`config.mk`:
```
export PLATFORM = sky130hd
export DESIGN_NAME = if_stage_flat
export DESIGN_NICKNAME = d
export VERILOG_FILES = /design/src/rtl/if_stage_if.sv /design/src/rtl/if_stage.sv /design/src/flat_wrapper.sv
export SDC_FILE = /design/constraint.sdc
export NUM_CORES = 1
export LEC_CHECK = 0
export ABC_CLOCK_PERIOD_IN_PS = 4900
export BUFFER_PORTS_ARGS = -buffer_cell sky130_fd_sc_hd__buf_2
export CORE_ASPECT_RATIO = 2
export CORE_MARGIN = 2
export CORE_UTILIZATION = 53
export DETAILED_ROUTE_END_ITERATION = 10
export GPL_TIMING_DRIVEN = 0
export PLACE_DENSITY = 0.86
export SYNTH_ARGS = -nofsm -noshare
export SYNTH_HDL_FRONTEND = slang
export SYNTH_SLANG_ARGS = --single-unit
```
`constraint.sdc`:
```
create_clock -name clk -period 4.9 [get_ports clk]
set_input_delay 0.245 -clock clk [delete_from_list [all_inputs] [get_ports clk]]
set_output_delay 0.245 -clock clk [all_outputs]
set_load 0.005 [all_outputs]
```
`src/rtl/if_stage_if.sv`:
```
// Fetch-stage bus: hazard/branch controls in, instruction memory port and IF/ID outputs.
// The master modport is the fetch stage; the slave modport is the surrounding pipeline/memory.
interface if_stage_if;
    logic        stall;
    logic        branch_taken;
    logic [31:0] branch_target;
    logic [31:0] imem_addr;
    logic [31:0] imem_data;
    logic [31:0] pc;
    logic [31:0] if_instr;
    logic [31:0] id_instr;
    logic [31:0] id_pc4;
    logic        id_valid;
    logic [31:0] fetch_cnt;
    logic [31:0] flush_cnt;

    modport master (
        input  stall, branch_taken, branch_target, imem_data,
        output imem_addr, pc, if_instr, id_instr, id_pc4, id_valid, fetch_cnt, flush_cnt
    );

    modport slave (
        output stall, branch_taken, branch_target, imem_data,
        input  imem_addr, pc, if_instr, id_instr, id_pc4, id_valid, fetch_cnt, flush_cnt
    );
endinterface

```
`src/rtl/if_stage.sv`:
```
// Instruction fetch: program counter, instruction memory addressing and the IF/ID register.
//   mode  | meaning
//   RESET | pc at PC_RESET, bubble in IF/ID, counters cleared
//   RUN   | pc advances by 4, fetched word captured into IF/ID
//   STALL | everything holds; a pending branch is re-presented later
//   FLUSH | pc redirected, wrong-path word replaced by a bubble
module if_stage #(
    parameter logic [31:0] PC_RESET  = 32'h0000_0000,
    parameter logic [31:0] NOP_INSTR = 32'h0000_0000
) (
    input  logic clk,
    input  logic rst,
    if_stage_if.master bus
);
    logic [31:0] pc_q;
    logic [31:0] pc_plus4;
    logic [31:0] id_instr_q;
    logic [31:0] id_pc4_q;
    logic        id_valid_q;
    logic [31:0] fetch_cnt_q;
    logic [31:0] flush_cnt_q;
    logic        unused_target_lsbs;

    assign pc_plus4           = pc_q + 32'd4;
    assign unused_target_lsbs = ^bus.branch_target[1:0];

    always_ff @(posedge clk) begin
        if (rst) begin
            pc_q        <= {PC_RESET[31:2], 2'b00};
            id_instr_q  <= NOP_INSTR;
            id_pc4_q    <= 32'h0000_0000;
            id_valid_q  <= 1'b0;
            fetch_cnt_q <= 32'h0000_0000;
            flush_cnt_q <= 32'h0000_0000;
        end else if (!bus.stall) begin
            if (bus.branch_taken) begin
                // id_pc4 deliberately holds; only the instruction word is squashed.
                pc_q        <= {bus.branch_target[31:2], 2'b00};
                id_instr_q  <= NOP_INSTR;
                id_valid_q  <= 1'b0;
                flush_cnt_q <= flush_cnt_q + 32'd1;
            end else begin
                pc_q        <= pc_plus4;
                id_instr_q  <= bus.imem_data;
                id_pc4_q    <= pc_plus4;
                id_valid_q  <= 1'b1;
                fetch_cnt_q <= fetch_cnt_q + 32'd1;
            end
        end
    end

    assign bus.imem_addr = pc_q;
    assign bus.pc        = pc_q;
    assign bus.if_instr  = bus.imem_data;
    assign bus.id_instr  = id_instr_q;
    assign bus.id_pc4    = id_pc4_q;
    assign bus.id_valid  = id_valid_q;
    assign bus.fetch_cnt = fetch_cnt_q;
    assign bus.flush_cnt = flush_cnt_q;
endmodule

```
`src/flat_wrapper.sv`:
```
// flat-port wrapper written by rule: the top's interface ports become plain ports
module if_stage_flat 
#(
    parameter logic [31:0] PC_RESET  = 32'h0000_0000,
    parameter logic [31:0] NOP_INSTR = 32'h0000_0000
)
  (clk, rst, bus_stall, bus_branch_taken, bus_branch_target, bus_imem_data, bus_imem_addr, bus_pc, bus_if_instr, bus_id_instr, bus_id_pc4, bus_id_valid, bus_fetch_cnt, bus_flush_cnt);
  if_stage_if bus_i ();
  input  logic clk;
  input  logic rst;
  input wire logic [$bits(bus_i.stall)-1:0] bus_stall;
  input wire logic [$bits(bus_i.branch_taken)-1:0] bus_branch_taken;
  input wire logic [$bits(bus_i.branch_target)-1:0] bus_branch_target;
  input wire logic [$bits(bus_i.imem_data)-1:0] bus_imem_data;
  output wire logic [$bits(bus_i.imem_addr)-1:0] bus_imem_addr;
  output wire logic [$bits(bus_i.pc)-1:0] bus_pc;
  output wire logic [$bits(bus_i.if_instr)-1:0] bus_if_instr;
  output wire logic [$bits(bus_i.id_instr)-1:0] bus_id_instr;
  output wire logic [$bits(bus_i.id_pc4)-1:0] bus_id_pc4;
  output wire logic [$bits(bus_i.id_valid)-1:0] bus_id_valid;
  output wire logic [$bits(bus_i.fetch_cnt)-1:0] bus_fetch_cnt;
  output wire logic [$bits(bus_i.flush_cnt)-1:0] bus_flush_cnt;
  assign bus_i.stall = bus_stall;
  assign bus_i.branch_taken = bus_branch_taken;
  assign bus_i.branch_target = bus_branch_target;
  assign bus_i.imem_data = bus_imem_data;
  assign bus_imem_addr = bus_i.imem_addr;
  assign bus_pc = bus_i.pc;
  assign bus_if_instr = bus_i.if_instr;
  assign bus_id_instr = bus_i.id_instr;
  assign bus_id_pc4 = bus_i.id_pc4;
  assign bus_id_valid = bus_i.id_valid;
  assign bus_fetch_cnt = bus_i.fetch_cnt;
  assign bus_flush_cnt = bus_i.flush_cnt;
  if_stage #(.PC_RESET(PC_RESET), .NOP_INSTR(NOP_INSTR)) u_core (.clk(clk), .rst(rst), .bus(bus_i));
endmodule
```
Yosys cells after proc, flatten, opt, wreduce, memory -nomap -nowiden
Cells that the tools add are included.
Word-level totals
  register bits: 161
  output and inout bits: 225
  bits in writable memories: 0
  bits in latches: 0
  memory bits (read-only): 0
  memories: 0
  word-level logic and storage cells: 16
Cells by class
  add/sub/neg operators: 3
  multiply operators: 0
  bitwise operators: 2
  reductions and logical operators: 2
  shift operators: 0
  divide/modulo/power cells: 0
  $lt $le $gt $ge: 0
  eq/ne operators: 0
  muxes and demuxes: 3
Operators by type and width (number)
  adder 32 x 1 -> 32 bit (second input constant): 2
  2-to-1 mux 32 bit: 2
  adder 32 x 3 -> 32 bit (second input constant): 1
  AND reduction 2 bit: 2
  inverter 1 bit: 2
  2-to-1 mux 1 bit: 1

Depth between registers and ports, before layout
Gate-level depths: netlist (run 1).
  word-level depth: 2
  gate-level depth with buffers: 7

Least setup slack after synthesis (run 1)
Ideal clock, no wire load.
  kind: reg2reg
  start point: reg u_core.pc_q[2], in the netlist u_core.bus.imem_addr[2]
  end point: reg u_core.pc_q[28], in the netlist u_core.bus.imem_addr[28]
  slack: 3.014 ns
  buffers on the path: 1
  data arrival time: 1.811 ns
  data required time: 4.826 ns
  clock period less this slack: 1.886 ns
  stages on the path, launching flop included: 8
  setup time: 0.074 ns
  cells stage by stage: dfxtp_1 ha_1 nand3_1 nor3_2 buf_4 nand4_1 or3_1 a31oi_1
Between the ends
  longest elaborated chain between the ends: 2
RTL lines
  start, declared: RTL line if_stage.sv:15  | logic [31:0] pc_q;
  start signal, assigned: RTL line if_stage.sv:29  | pc_q <= {PC_RESET[31:2], 2'b00};
  start signal, assigned: RTL line if_stage.sv:38  | pc_q <= {bus.branch_target[31:2], 2'b00};
  start signal, assigned: RTL line if_stage.sv:43  | pc_q <= pc_plus4;
  adder 32 x 3 -> 32 bit: RTL line if_stage.sv:24  | assign pc_plus4 = pc_q + 32'd4;
  2-to-1 mux 32 bit: RTL line if_stage.sv:36  | if (bus.branch_taken) begin
Every way passes these cells.
A chain may end at the register's enable or synchronous reset.

Worst setup path after layout (run 1)
Ends and elaborated chain as after synthesis.

==> results of run 1 <==
## final timing paths
kind                                start                       end  depth (start not counted)
setup / recovery  u_core.bus.imem_addr[2]  u_core.bus.imem_addr[28]                          7
hold / removal           bus_imem_data[7]    u_core.bus.id_instr[7]                          3
setup reg to reg  u_core.bus.imem_addr[2]  u_core.bus.imem_addr[28]                          7
hold reg to reg      u_core.bus.id_pc4[3]      u_core.bus.id_pc4[3]                          2
## area by class of cell
type | instances | area (sq um)
Inverter | 17 | 63.8
Clock buffer | 17 | 425
Sequential cell | 157 | 3140
Tap cell | 192 | 240
Multi-Input combinational cell | 608 | 3650
Clock inverter | 11 | 171
Timing Repair Buffer | 283 | 1420
Fill cell | 1178 | 4310
Buffer | 129 | 772
## stage by stage
stage          worst slack (ns)  hold slack, ns  utilization [%]  area [sq um]  power, mW
6_report                   2.42          0.0737             69.6          9890       3.06
5_1_grt                    2.30          0.0779             69.6          9890       3.16
4_1_cts                    2.51          0.0726             69.6          9890       3.06
3_5_place_dp               2.55           0.452             65.4          9290       1.71
3_3_place_gp               2.56           0.446             65.4          9290       1.70
2_1_floorplan              3.01           0.389                -          7630       1.56
## per-layer routing
metal	track usage, %	share of wire [%]	wire, microns	vias to the layer above
met3	6.52	9.5	2220	50
met2	49.5	50	11600	429
met1	37.5	38	9000	3625
met5	0	0.047	11	-
met4	9.91	2.6	614	2
li1	-	-	-	3715
## Yosys cell counts, types with 2 or more instances
cell,number,area [sq um]
o22ai_1,3,18.8
a22oi_1,43,323
clkbuf_1,42,158
nor2b_1,3,18.8
nor4_1,15,93.8
and2_1,2,12.5
inv_1,16,60.1
ha_1,3,37.5
dfxtp_1,157,3140
buf_1,4,15.0
nand4_2,2,25.0
nand2_1,45,169
nor3_4,2,32.5
a211oi_1,28,210
o31ai_1,2,15.0
a31oi_1,11,68.8
buf_4,71,533
or2_2,3,18.8
o21a_1,3,22.5
mux2i_1,4,40.0
nand3_1,33,165
xor2_1,34,298
and3_1,13,81.3
a21oi_1,38,190
or3_1,18,113
nor3_2,2,20.0
a32o_1,2,20.0
nand4b_1,3,26.3
xnor2_1,47,412
o31a_1,3,26.3
buf_2,11,55.1
nor3_1,15,75.1
nor2_1,149,559
o32ai_1,5,43.8
and4_1,8,70.1
nand4_1,29,181
o21ai_0,21,105
## worst reg2reg max path, delay by kind of cell (launching register included)
kind                       cells  cell delay [ns]
and+or+nand+nor                4             1.10
DFF                            1             0.53
adders and majority gates      1             0.34
buffers and inverters          1             0.27
AOI/OAI and AO/OA              1             0.17
## sequential cells by signal, indices dropped and copies added (netlist names)
register,cells
u_core.bus.id_valid,1
u_core.bus.id_instr,32
u_core.bus.id_pc4,30
u_core.bus.flush_cnt,32
u_core.bus.fetch_cnt,32
u_core.bus.imem_addr,30
## where the power goes
| part | switching [mW] | leakage [nW] | internal, mW |
|---|---|---|---|
| sequential | 0.0430 | 1.28 | 1.32 |
| clock | 0.534 | 0.287 | 0.842 |
| combinational | 0.171 | 2.85 | 0.154 |
## logic make-up after synthesis
| kind of cell | count (synthesis) | synth area share [%] |
|---|---|---|
| mux | 4 | 0.526 |
| simple gates | 351 | 23.2 |
| xor+xnor | 81 | 9.32 |
| buf+inv | 146 | 11.0 |
| other cells | 1 | 0.0492 |
| flops | 157 | 41.3 |
| compound gates | 163 | 14.2 |
| fa+ha+maj | 3 | 0.493 |
==> results.sh, run 1 <==
export IMPL_worstMarginPinSlew_ns=0.780
export IMPL_clockBufferDepth=2
export IMPL_dr_pass1_iters=6
export IMPL_critPathSlowestCell="dfxtp_1"
export IMPL_maxSlewViolCount=0
export IMPL_rrSetupSlack_ns=2.42
export IMPL_fp_dieH_microns=174
export IMPL_design_core_area_sq_um=14200
export IMPL_worstSetupPathType="flip-flop to flip-flop"
export IMPL_dieArea_sq_um=15400
export IMPL_path_buf_inv=1
export IMPL_initial_core_util_pct=53.6
export IMPL_crit_path_end_kind="flip-flop"
export IMPL_fmax_ghz=0.402
export IMPL_synth_edff_count=0
export IMPL_synthesis_area_sq_um=7610
export IMPL_grt_pass1_vias=7118
export IMPL_cp_required_ns=5.24
export IMPL_p_per_area_nw_per_um2=310
export IMPL_async_flop_share_pct=0
export IMPL_path_max_fanout=10
export IMPL_synth_warnings=0
export IMPL_antenna_found_initial=1
export IMPL_drive_above_1_share_pct=33.5
export IMPL_cts_htree_levels=4
export IMPL_critPathLaunchType="flip-flop"
export IMPL_postRouteAntennaNets=0
export IMPL_cts_setup_buffers=0
export IMPL_cts_buffers=17
export IMPL_syn_inst=906
export IMPL_area_growth_pct=29.8
export IMPL_via_count=7821
export IMPL_setup_violations=0
export IMPL_stdcell_count=1414
export IMPL_routed_wl_microns=23400
export IMPL_path_clk_slew_ns=0.06
export IMPL_ys_flop_type="dfxtp_1"
export IMPL_grt_pass1_wl_microns=36400
export IMPL_p_leak_nw=4.42
export IMPL_ys_ff_latch=157
export IMPL_insertedDiodeCount=0
export IMPL_seq_area_frac_synth_pct=41.3
export IMPL_cts_tree="built"
export IMPL_hpwl_microns=17500
export IMPL_grt_max_degree=17
export IMPL_outcome="completed"
export IMPL_core_rowCount=62
export IMPL_final_common_cell="buf_2"
export IMPL_drv_cap=0
export IMPL_vdd_drop_max_uv=243
export IMPL_fin_nets=1284
export IMPL_crit_family="simple AND/OR/NAND/NOR gates"
export IMPL_hp_class="input pin to flip-flop"
export IMPL_hold_buffers=0
export IMPL_arrival_ns=2.82
export IMPL_slowest_delay_ns=0.53
export IMPL_setup_tns_ns=0
export IMPL_synth_cell_type_count=53
export IMPL_final_cell_mix="buf_2, dfxtp_1, nor2_1"
export IMPL_period_share_pct=50.7
export IMPL_placed_cells=1386
export IMPL_path_cells="ha_1 -> nand3_1 -> nor3_2 -> buf_4 -> nand4_1 -> or3_1 -> a31oi_1"
export IMPL_clkLatencyLatePin_ns=0.42
export IMPL_io_pins=293
export IMPL_skew_ns=0.00801
export IMPL_period_needed_ns=2.48
export IMPL_drc=0
export IMPL_drt_iter0_markers=553
export IMPL_cts_sinks=157
export IMPL_wl_per_cell_microns=16.6
export IMPL_grt_usage_pct=29.8
export IMPL_post_cts_resized=0
export IMPL_syn_avg_cell_area_sq_um=8.40
export IMPL_clock_root_buffer="clkbuf_16"
export IMPL_gp_congestion=0.903
export IMPL_finalHoldViolations=0
export IMPL_rsz0062_at_grt="false"
export IMPL_grt_ovfl_total=0
export IMPL_portBuffers=283
export IMPL_die_width_microns=88.8
export IMPL_relSlewSlack_pct=47.8
export IMPL_drt_vias_per_instance=5.53
No activity file was read; power rests on OpenSTA's default activity.
==> run 2: changes to the inputs <==
--- a/config.mk
+++ b/config.mk
@@ -5,14 +5,14 @@
 export SDC_FILE = /design/constraint.sdc
 export NUM_CORES = 1
 export LEC_CHECK = 0
-export ABC_CLOCK_PERIOD_IN_PS = 4900
+export ABC_CLOCK_PERIOD_IN_PS = 2300
 export BUFFER_PORTS_ARGS = -buffer_cell sky130_fd_sc_hd__buf_2
 export CORE_ASPECT_RATIO = 2
 export CORE_MARGIN = 2
-export CORE_UTILIZATION = 53
+export CORE_UTILIZATION = 49
 export DETAILED_ROUTE_END_ITERATION = 10
 export GPL_TIMING_DRIVEN = 0
-export PLACE_DENSITY = 0.86
+export PLACE_DENSITY = 0.8
 export SYNTH_ARGS = -nofsm -noshare
 export SYNTH_HDL_FRONTEND = slang
 export SYNTH_SLANG_ARGS = --single-unit
==> constraint.sdc (replaced) <==
create_clock -name clk -period 2.3 [get_ports clk]
set_input_delay 0.115 -clock clk [delete_from_list [all_inputs] [get_ports clk]]
set_output_delay 0.115 -clock clk [all_outputs]
set_load 0.005 [all_outputs]
==> results.sh, run 2 (synthesis gave the netlist of run 1 again) <==
export IMPL_switching_share_pct=25.0
export IMPL_rsz0062_at_grt="false"
export IMPL_n_fill_cell=1304
export IMPL_routed_wl_microns=25700
export IMPL_critPathSlowestCell="dfxtp_2"
export IMPL_hpwl_microns=19500
export IMPL_drt_vias_per_instance=5.45
export IMPL_clkPwrFrac_pct=44.0
export IMPL_path_max_fanout=10
export IMPL_portBuffers=283
export IMPL_fp_dieH_microns=180
export IMPL_fmax_ghz=0.449
export IMPL_cts_sinks=157
export IMPL_slowest_delay_ns=0.43
export IMPL_fin_nets=1325
export IMPL_cts_tree="built"
export IMPL_outcome="completed"
export IMPL_postRouteAntennaNets=0
export IMPL_grt_usage_pct=30.7
export IMPL_period_share_pct=96.9
export IMPL_grtUsageMet3_pct=6.40
export IMPL_clock_root_buffer="clkbuf_16"
export IMPL_design_core_area_sq_um=15200
export IMPL_worstSetupPathType="flip-flop to flip-flop"
export IMPL_drive_above_1_share_pct=32.9
export IMPL_path_cells="ha_2 -> nand3_1 -> nor3_4 -> buf_4 -> nand4_1 -> or3_1 -> a31oi_1"
export IMPL_p_leak_nw=4.59
export IMPL_busiest_layer="met2"
export IMPL_placed_area_sq_um=9300
export IMPL_setup_tns_ns=0
export IMPL_hold_ws_ns=0.0135
export IMPL_relSlewSlack_pct=47.1
export IMPL_arrival_ns=2.58
export IMPL_final_common_cell="buf_2"
export IMPL_setup_violations=0
export IMPL_wl_per_cell_microns=17.5
export IMPL_grt_max_degree=17
export IMPL_regArea_sq_um=3150
export IMPL_gp_congestion=0.995
export IMPL_multi_input_area_sq_um=3680
export IMPL_dr_pass1_iters=5
export IMPL_comb_power_share_pct=11.6
export IMPL_maxSlewViolCount=0
export IMPL_cts_buffers=17
export IMPL_drt_iter0_markers=359
export IMPL_grt_use_met2_pct=55.4
export IMPL_area_growth_pct=35.8
export IMPL_final_area_sq_um=10300
export IMPL_initial_core_util_pct=50.0
export IMPL_crit_path_end_kind="flip-flop"
export IMPL_io_pins=293
export IMPL_grt_use_met1_pct=31.6
export IMPL_drc=0
export IMPL_fin_util_pct=67.9
export IMPL_final_cell_mix="buf_2, dfxtp_1, nor2_1"
export IMPL_clockBufferDepth=2
export IMPL_vdd_drop_max_uv=549
export IMPL_seqPwrFrac_pct=44.4
export IMPL_p_per_area_nw_per_um2=631
export IMPL_via_count=7986
export IMPL_critPathLaunchType="flip-flop"
export IMPL_grt_ovfl_total=0
export IMPL_period_needed_ns=2.23
export IMPL_die_width_microns=92.2
export IMPL_path_clk_slew_ns=0.07
export IMPL_cp_required_ns=2.65
export IMPL_cts_htree_levels=4
export IMPL_core_rowCount=64
export IMPL_antenna_found_initial=1
export IMPL_worstMarginPinSlew_ns=0.790
export IMPL_grt_pass1_vias=7683
export IMPL_skew_ns=0.0107
export IMPL_p_int_mw=4.89
export IMPL_dieArea_sq_um=16600
export IMPL_hp_class="input pin to flip-flop"
export IMPL_grt_pass1_wl_microns=40200
export IMPL_finalHoldViolations=0
export IMPL_p_sw_mw=1.63
export IMPL_drv_cap=0
export IMPL_clkLatencyLatePin_ns=0.43
[run 2: cell count changes in the layout (fill, tap and decap cells not counted), moves of 2 or more]
cell           previous run  this run
dlygate4sd3_1             0        40
clkinv_2                  2         0
clkinvlp_4                2         4
nor4_1                   15        12
dfxtp_1                 157       155
clkbuf_1                 42        44
nor4_2                    1         4
[run 2: timing repair]
item                                   CTS  global route
setup endpoints to repair               12            10
pin swaps                                1             2
hold buffers                            40             0
gates resized for setup                  4             4
endpoints found under the hold margin   40             0
setup buffers                            1             0
[run 2: cell type report]
cell class	count	area share (%)
antenna	1	0.0242
inverter	17	0.617
multi-input combinational	608	35.6
clock inverter	12	1.59
tap	198	2.40
buffer	129	7.47
timing repair buffer	324	17.6
clock buffer	19	4.19
sequential	157	30.5
[run 2: final timing paths]
check	startpoint	end	slack, ns	cells past startpoint
max	u_core.bus.imem_addr[3]	u_core.bus.imem_addr[26]	0.07	7
min	bus_branch_target[15]	u_core.bus.imem_addr[15]	0.01	3
max reg2reg	u_core.bus.imem_addr[3]	u_core.bus.imem_addr[26]	0.07	7
min reg2reg	u_core.bus.id_valid	u_core.bus.id_valid	0.49	2
[run 2: worst max-delay path: cells and delay by family (launching register included)]
kind	cells	cell delay, ns
DFF	1	0.43
and+or+nand+nor	4	1.08
buffers and inverters	1	0.25
AOI/OAI and AO/OA	1	0.13
adders and majority gates	1	0.27
[run 2: power groups by stage]
stage                     combinational (mW)  clock, mW  sequential (mW)
after floorplan                        0.372          0             2.95
after global placement                 0.687          0             2.95
after detailed placement               0.696          0             2.96
after CTS                              0.753       2.91             2.90
after global routing                   0.823       3.04             2.91
final                                  0.756       2.87             2.90
[run 2: layer usage]
metal	share of wire, %	routed length (microns)
met5	0	0
met3	6.4	1650
met1	35	8970
met2	52	13400
met4	6.4	1650
[run 2: per-stage QoR]
step	setup slack, ns	std cells	power [mW]
final	0.0716	1465	6.53
after detailed placement	-0.199	1392	3.65
after global placement	-0.182	1392	3.64
after floorplan	0.414	911	3.32
after global routing	0.00382	1465	6.77
after CTS	0.0208	1464	6.56
